**src/rtl/detector_responder_pkg.sv**
```systemverilog
// sync_pkg: shared state encoding and defaults for the detector responder
package sync_pkg;

    typedef enum logic [1:0] {
        IDLE    = 2'd0,
        LATENCY = 2'd1,
        BUSY    = 2'd2,
        DONE    = 2'd3
    } responder_state_t;

    localparam int DEFAULT_READOUT_CYCLES = 200;

endpackage

```
**src/rtl/detector_responder_if.sv**
```systemverilog
// detector_responder_if: trigger/ready handshake plus status between sequencer and detector
interface detector_responder_if #(
    parameter int COUNT_W = 16
);

    logic               trigger_in;
    logic [31:0]        readout_cycles;
    logic               detector_ready;
    logic               frame_done;
    logic [COUNT_W-1:0] frame_count;
    logic [COUNT_W-1:0] missed_count;
    logic [1:0]         responder_state;

    modport master (
        output trigger_in, readout_cycles,
        input  detector_ready, frame_done, frame_count, missed_count, responder_state
    );

    modport slave (
        input  trigger_in, readout_cycles,
        output detector_ready, frame_done, frame_count, missed_count, responder_state
    );

endinterface

```
**src/rtl/detector_responder_sat_counter.sv**
```systemverilog
// sat_counter: event counter that sticks at all-ones instead of wrapping
module sat_counter #(
    parameter int W = 16
) (
    input  logic         clock,
    input  logic         reset,
    input  logic         inc,
    output logic [W-1:0] value
);

    // count events, holding at the maximum value
    always_ff @(posedge clock) begin
        if (reset) value <= '0;
        else if (inc && value != '1) value <= value + W'(1);
    end

endmodule

```
**src/rtl/detector_responder.sv**
```systemverilog
// detector_responder: detector emulator answering sequencer triggers with a ready/busy handshake
module detector_responder
    import sync_pkg::*;
#(
    parameter int RESPONSE_DELAY = 5,
    parameter int COUNT_W        = 16
) (
    input logic                  clock,
    input logic                  reset,
    detector_responder_if.slave  bus
);

    localparam logic [1:0]  S_IDLE    = IDLE;
    localparam logic [1:0]  S_LATENCY = LATENCY;
    localparam logic [1:0]  S_BUSY    = BUSY;
    localparam logic [1:0]  S_DONE    = DONE;
    localparam logic [31:0] LAT_LAST  = 32'(RESPONSE_DELAY - 1);

    logic [1:0]  state;
    logic [31:0] cnt;
    logic [31:0] busy_len;
    logic        trig_d;
    logic        frame_done_q;
    logic        edge_seen;
    logic        busy_end;

    assign edge_seen = bus.trigger_in & ~trig_d;
    assign busy_end  = (state == S_BUSY) && (cnt == busy_len - 32'd1);

    assign bus.detector_ready  = state != S_BUSY;
    assign bus.frame_done      = frame_done_q;
    assign bus.responder_state = state;

    // handshake FSM: accept an edge, wait the response latency, stay busy, then re-arm on trigger low
    always_ff @(posedge clock) begin
        if (reset) begin
            state        <= S_IDLE;
            cnt          <= '0;
            busy_len     <= '0;
            trig_d       <= 1'b0;
            frame_done_q <= 1'b0;
        end else begin
            trig_d       <= bus.trigger_in;
            frame_done_q <= busy_end;
            case (state)
                S_IDLE: begin
                    if (edge_seen) begin
                        busy_len <= (bus.readout_cycles == 32'd0) ? 32'd1 : bus.readout_cycles;
                        cnt      <= '0;
                        state    <= (RESPONSE_DELAY == 0) ? S_BUSY : S_LATENCY;
                    end
                end
                S_LATENCY: begin
                    if (cnt == LAT_LAST) begin
                        cnt   <= '0;
                        state <= S_BUSY;
                    end else begin
                        cnt <= cnt + 32'd1;
                    end
                end
                S_BUSY: begin
                    if (busy_end) state <= S_DONE;
                    else cnt <= cnt + 32'd1;
                end
                default: begin
                    if (!bus.trigger_in) state <= S_IDLE;
                end
            endcase
        end
    end

    sat_counter #(.W(COUNT_W)) u_frames (
        .clock (clock),
        .reset (reset),
        .inc   (busy_end),
        .value (bus.frame_count)
    );

    sat_counter #(.W(COUNT_W)) u_missed (
        .clock (clock),
        .reset (reset),
        .inc   (edge_seen && state != S_IDLE),
        .value (bus.missed_count)
    );

endmodule

```
**src/flat_wrapper.sv**
```systemverilog
// flat-port wrapper written by rule: the top's interface ports become plain ports
module detector_responder_flat import sync_pkg::*;
#(
    parameter int RESPONSE_DELAY = 5,
    parameter int COUNT_W        = 16
)
  (clock, reset, bus_trigger_in, bus_readout_cycles, bus_detector_ready, bus_frame_done, bus_frame_count, bus_missed_count, bus_responder_state);
  detector_responder_if #(.COUNT_W(COUNT_W)) bus_i ();
  input logic clock;
  input logic reset;
  input wire logic [$bits(bus_i.trigger_in)-1:0] bus_trigger_in;
  input wire logic [$bits(bus_i.readout_cycles)-1:0] bus_readout_cycles;
  output wire logic [$bits(bus_i.detector_ready)-1:0] bus_detector_ready;
  output wire logic [$bits(bus_i.frame_done)-1:0] bus_frame_done;
  output wire logic [$bits(bus_i.frame_count)-1:0] bus_frame_count;
  output wire logic [$bits(bus_i.missed_count)-1:0] bus_missed_count;
  output wire logic [$bits(bus_i.responder_state)-1:0] bus_responder_state;
  assign bus_i.trigger_in = bus_trigger_in;
  assign bus_i.readout_cycles = bus_readout_cycles;
  assign bus_detector_ready = bus_i.detector_ready;
  assign bus_frame_done = bus_i.frame_done;
  assign bus_frame_count = bus_i.frame_count;
  assign bus_missed_count = bus_i.missed_count;
  assign bus_responder_state = bus_i.responder_state;
  detector_responder #(.RESPONSE_DELAY(RESPONSE_DELAY), .COUNT_W(COUNT_W)) u_core (.clock(clock), .reset(reset), .bus(bus_i));
endmodule
```
**config.mk**
```make
export PLATFORM = sky130hd
export DESIGN_NAME = detector_responder_flat
export DESIGN_NICKNAME = d
export VERILOG_FILES = /design/src/rtl/detector_responder_pkg.sv /design/src/rtl/detector_responder_if.sv /design/src/rtl/detector_responder_sat_counter.sv /design/src/rtl/detector_responder.sv /design/src/flat_wrapper.sv
export SDC_FILE = /design/constraint.sdc
export NUM_CORES = 1
export LEC_CHECK = 0
export CORE_MARGIN = 2
export CORE_UTILIZATION = 30
export DETAILED_ROUTE_END_ITERATION = 6
export MAX_ROUTING_LAYER = met4
export REMOVE_ABC_BUFFERS = 1
export SLEW_MARGIN = 0
export SYNTH_ARGS = -nofsm -noshare
export SYNTH_HDL_FRONTEND = slang
export SYNTH_SLANG_ARGS = --single-unit
```
**constraint.sdc**
```tcl
create_clock -name clock -period 3.2 [get_ports clock]
set_clock_uncertainty 0.05 [all_clocks]
set_input_delay 0.64 -clock clock [delete_from_list [all_inputs] [get_ports clock]]
set_output_delay 0.64 -clock clock [all_outputs]
set_load 0.05 [all_outputs]
```
==> results.toml <==
[critical_path]
crit_type = "register to register"
cp_max_fo = 7
cp.required_ns = 3.44
reg2reg_setup_slack_ns = -0.03
rr_worst_depth = 11
reg2reg_from = "u_core.busy_len[2]"
endpoint_kind = "register"
startpoint_type = "register"
reg2reg_to = "u_core.u_frames.value[2]"
cp.arrival_ns = 3.48
crit_start = "u_core.busy_len[2]"

[final_layout]
seqCellArea_sq_mm = 0.002003
areaGrowthSynthToFinish_pct = 34.09
final_cells = 1150
drive_gt1_share_pct = 18.19
multi_input_area_sq_mm = 0.003928
num-fill-cells = 2025
final_nets = 924
n_antenna_cell = 0

[detailed_routing]
avgRoutedWirePerCell_um = 15.54
via_count = 6052
firstDrtPassIters = 7
ant_nets = 0
drtIter0Drc = 362
drc = 0
vias_per_cell = 5.263
wirelength_um = 17870

[timing]
fin_crit_ns = 3.233
worst_pin_slew_ns = 0.7084
setup_viol = 6
hold_viol = 0
slew_headroom_pct = 52.66
rsz0062_at_grt = "true"
whs_ns = 0.4256
max_freq_mhz = 309.3
fin_ws_ns = -0.03300
period_share_pct = 101.0
drv_slew = 0

[yosys]
yosysTopAreaCellShare_pct = 33.78
ys_types = 64
synth_warnings = 0
ys_ff_latch = 100
yosys-top-cells-area = "dfxtp_1 34%, a21oi_1 6.8%, nand2_1 6.3%, xnor2_1 5.2%, o21ai_0 3.3%"
synth_largest_area_cell = "dfxtp_1"
synth.avg_cell_area_sq_um = 7.788
synthCells = 761
syn-cell-area_sq_mm = 0.005927
synth_edf_count = 0
synth_flop_cell = "dfxtp_1"
async_flop_share_pct = 0
seq_area_frac_synth_pct = 33.78

[power]
powerDensity_mw_per_mm2 = 604.6
ir_drop_v = 0.0002946
leakage_nw = 2.776

[clock_tree]
tritoncts = "yes"
ctsHtreeMaxLevel = 3
clkSlewWorstSetupHoldPaths_ns = 0.07
cts_buffers = 9
cts_hold_buf = 0
cts-root-buf = "clkbuf_16"
clock_path_buffers = 2
cts.sinks = 100
worstSkewPairLatency_ns = 0.36

[die]
core_area_sq_mm = 0.01940
num_io_pins = 71
start_util_pct = 30.55
num_rows = 51
chipWidth_um = 144.6
die_area_sq_mm = 0.02090
fp.dieH_um = 144.6

[placed_design]
io_buffers = 70
place_congestion = 0.8652
hpwl_um = 12780
dp_worst_setup_slack_ns = -0.1516
dp_cells = 1128

[worst_hold_path]
hold_class = "register to register"
hold_end = "u_core.busy_len[24]"
worstHoldPathCells = 2
hold_start = "u_core.busy_len[24]"

[status]
violations = "negative setup slack"
outcome = "complete, but fails checks"

[global_routing]
grt_max_degree = 55
grt_overflow = 0
grt_pass1_vias = 5786
grt_usage_pct = 17.97
grt_pass1_wl_um = 29170
antenna_found_initial = 0

[run]
maxCapViolCount = 0
metal layers:
metal	vias up	global-route usage (%)	part of all wire, %
met4	0	5.621	1.8
met5	-	-	0
met2	151	28.56	46
met1	2838	23.29	48
met3	30	3.245	4.4
li1	3033	-	-
power by group:
group / internal [W] / total (W) / switching, W
Combinational: 0.000988 / 0.00226 / 0.00128
Sequential: 0.00134 / 0.00143 / 0.0000992
Clock: 0.000607 / 0.00111 / 0.000499
synthesized netlist by cell type, types with 5 or more instances:
library cell    n
dfxtp_1       100
nand2_1       100
a21oi_1        81
nor2_1         48
o21ai_0        39
xnor2_1        35
clkbuf_1       33
nand3_1        28
nor4_1         27
or3_1          27
nand4_1        21
and3_1         18
inv_1          18
xor2_1         14
nor3_1         13
o31ai_1        13
or4_1          13
ha_1            9
nor2b_1         9
a32o_1          8
nor3b_1         8
and2_1          7
nand4b_1        7
or2_2           7
and4_1          6
mux2_2          6
mux2i_1         5
nor4b_1         5
worst max-delay path by stage:
stage,endpoint,slack [ns],cells after the start
4_1_cts,u_core.u_frames.value[2],-0.02,11
5_1_grt,u_core.u_frames.value[2],-0.15,11
3_5_place_dp,u_core.u_frames.value[4],-0.15,11
2_1_floorplan,u_core.cnt[5],-0.24,9
6_report,u_core.u_frames.value[2],-0.03,11
3_3_place_gp,u_core.u_frames.value[12],-0.13,11
worst max-delay path: stages, from the launching register on:
cell      delay [ns]
dfxtp_2         0.32
buf_6           0.11
nor4_4          0.25
buf_4           0.19
nand2_4         0.06
or4_4           0.49
o21ai_4         0.19
nand4_1         0.10
a2111o_1        0.44
or4_4           0.50
or3_1           0.33
a21oi_1         0.14
final cells by class:
class | count | share of cell area [%]
multi-input combinational | 604 | 49.42
clock buffer | 10 | 2.881
clock inverter | 6 | 0.8029
timing repair buffer | 147 | 16.67
tap | 265 | 4.172
inverter | 18 | 0.8501
sequential | 100 | 25.20
layout by cell type (no fill, tap or decap), types with 10 or more instances in the layout:
cell type / instances
o21ai_0: 38
nor4_1: 23
xnor2_1: 34
o31ai_1: 10
nand4_1: 21
inv_1: 18
a21oi_2: 13
nor3_1: 12
a21oi_1: 68
buf_4: 68
and3_1: 18
nor2_1: 45
dfxtp_1: 99
or3_1: 27
nand2_1: 99
nand3_1: 28
xor2_1: 14
clkdlybuf4s50_1: 69
registers in the layout (all words and copies together), names as in the netlist:
signal,cells
u_core.bus.frame_done,1
u_core.u_missed.value,16
u_core.trig_d,1
u_core.u_frames.value,16
u_core.cnt,32
u_core.busy_len,32
u_core.bus.responder_state,2
stage by stage:
stage | utilization [%] | setup TNS, ns | power [W] | instance area, sq um
after CTS | 39.91 | -0.02536 | 0.004689 | 7741
after detailed placement | 37.85 | -2.161 | 0.003448 | 7342
after global routing | 40.97 | -3.206 | 0.005086 | 7948
after floorplan | - | -1.961 | 0.002620 | 5747
final | 40.97 | -0.08156 | 0.004805 | 7948
after global placement | 37.85 | -0.8707 | 0.003432 | 7342
timing repair:
action / CTS / global route
pin swaps: 16 / 7
setup endpoints to repair: 29 / 50
hold endpoints to repair: 0 / 0
cloned: 1 / 2
setup buffers: 3 / 0
gates resized for setup: 16 / 46
cell families after synthesis:
kind of cell               count (synthesis)  share of synthesized area, %
DFF                                      100                         33.78
AOI/OAI and AO/OA                        173                         17.67
muxes                                     11                         1.984
buffers and inverters                     58                         4.180
xor gates and xnor gates                  49                         7.241
and+or+nand+nor                          361                         33.25
adders and majority gates                  9                         1.900
No activity file was read; power rests on OpenSTA's default activity.
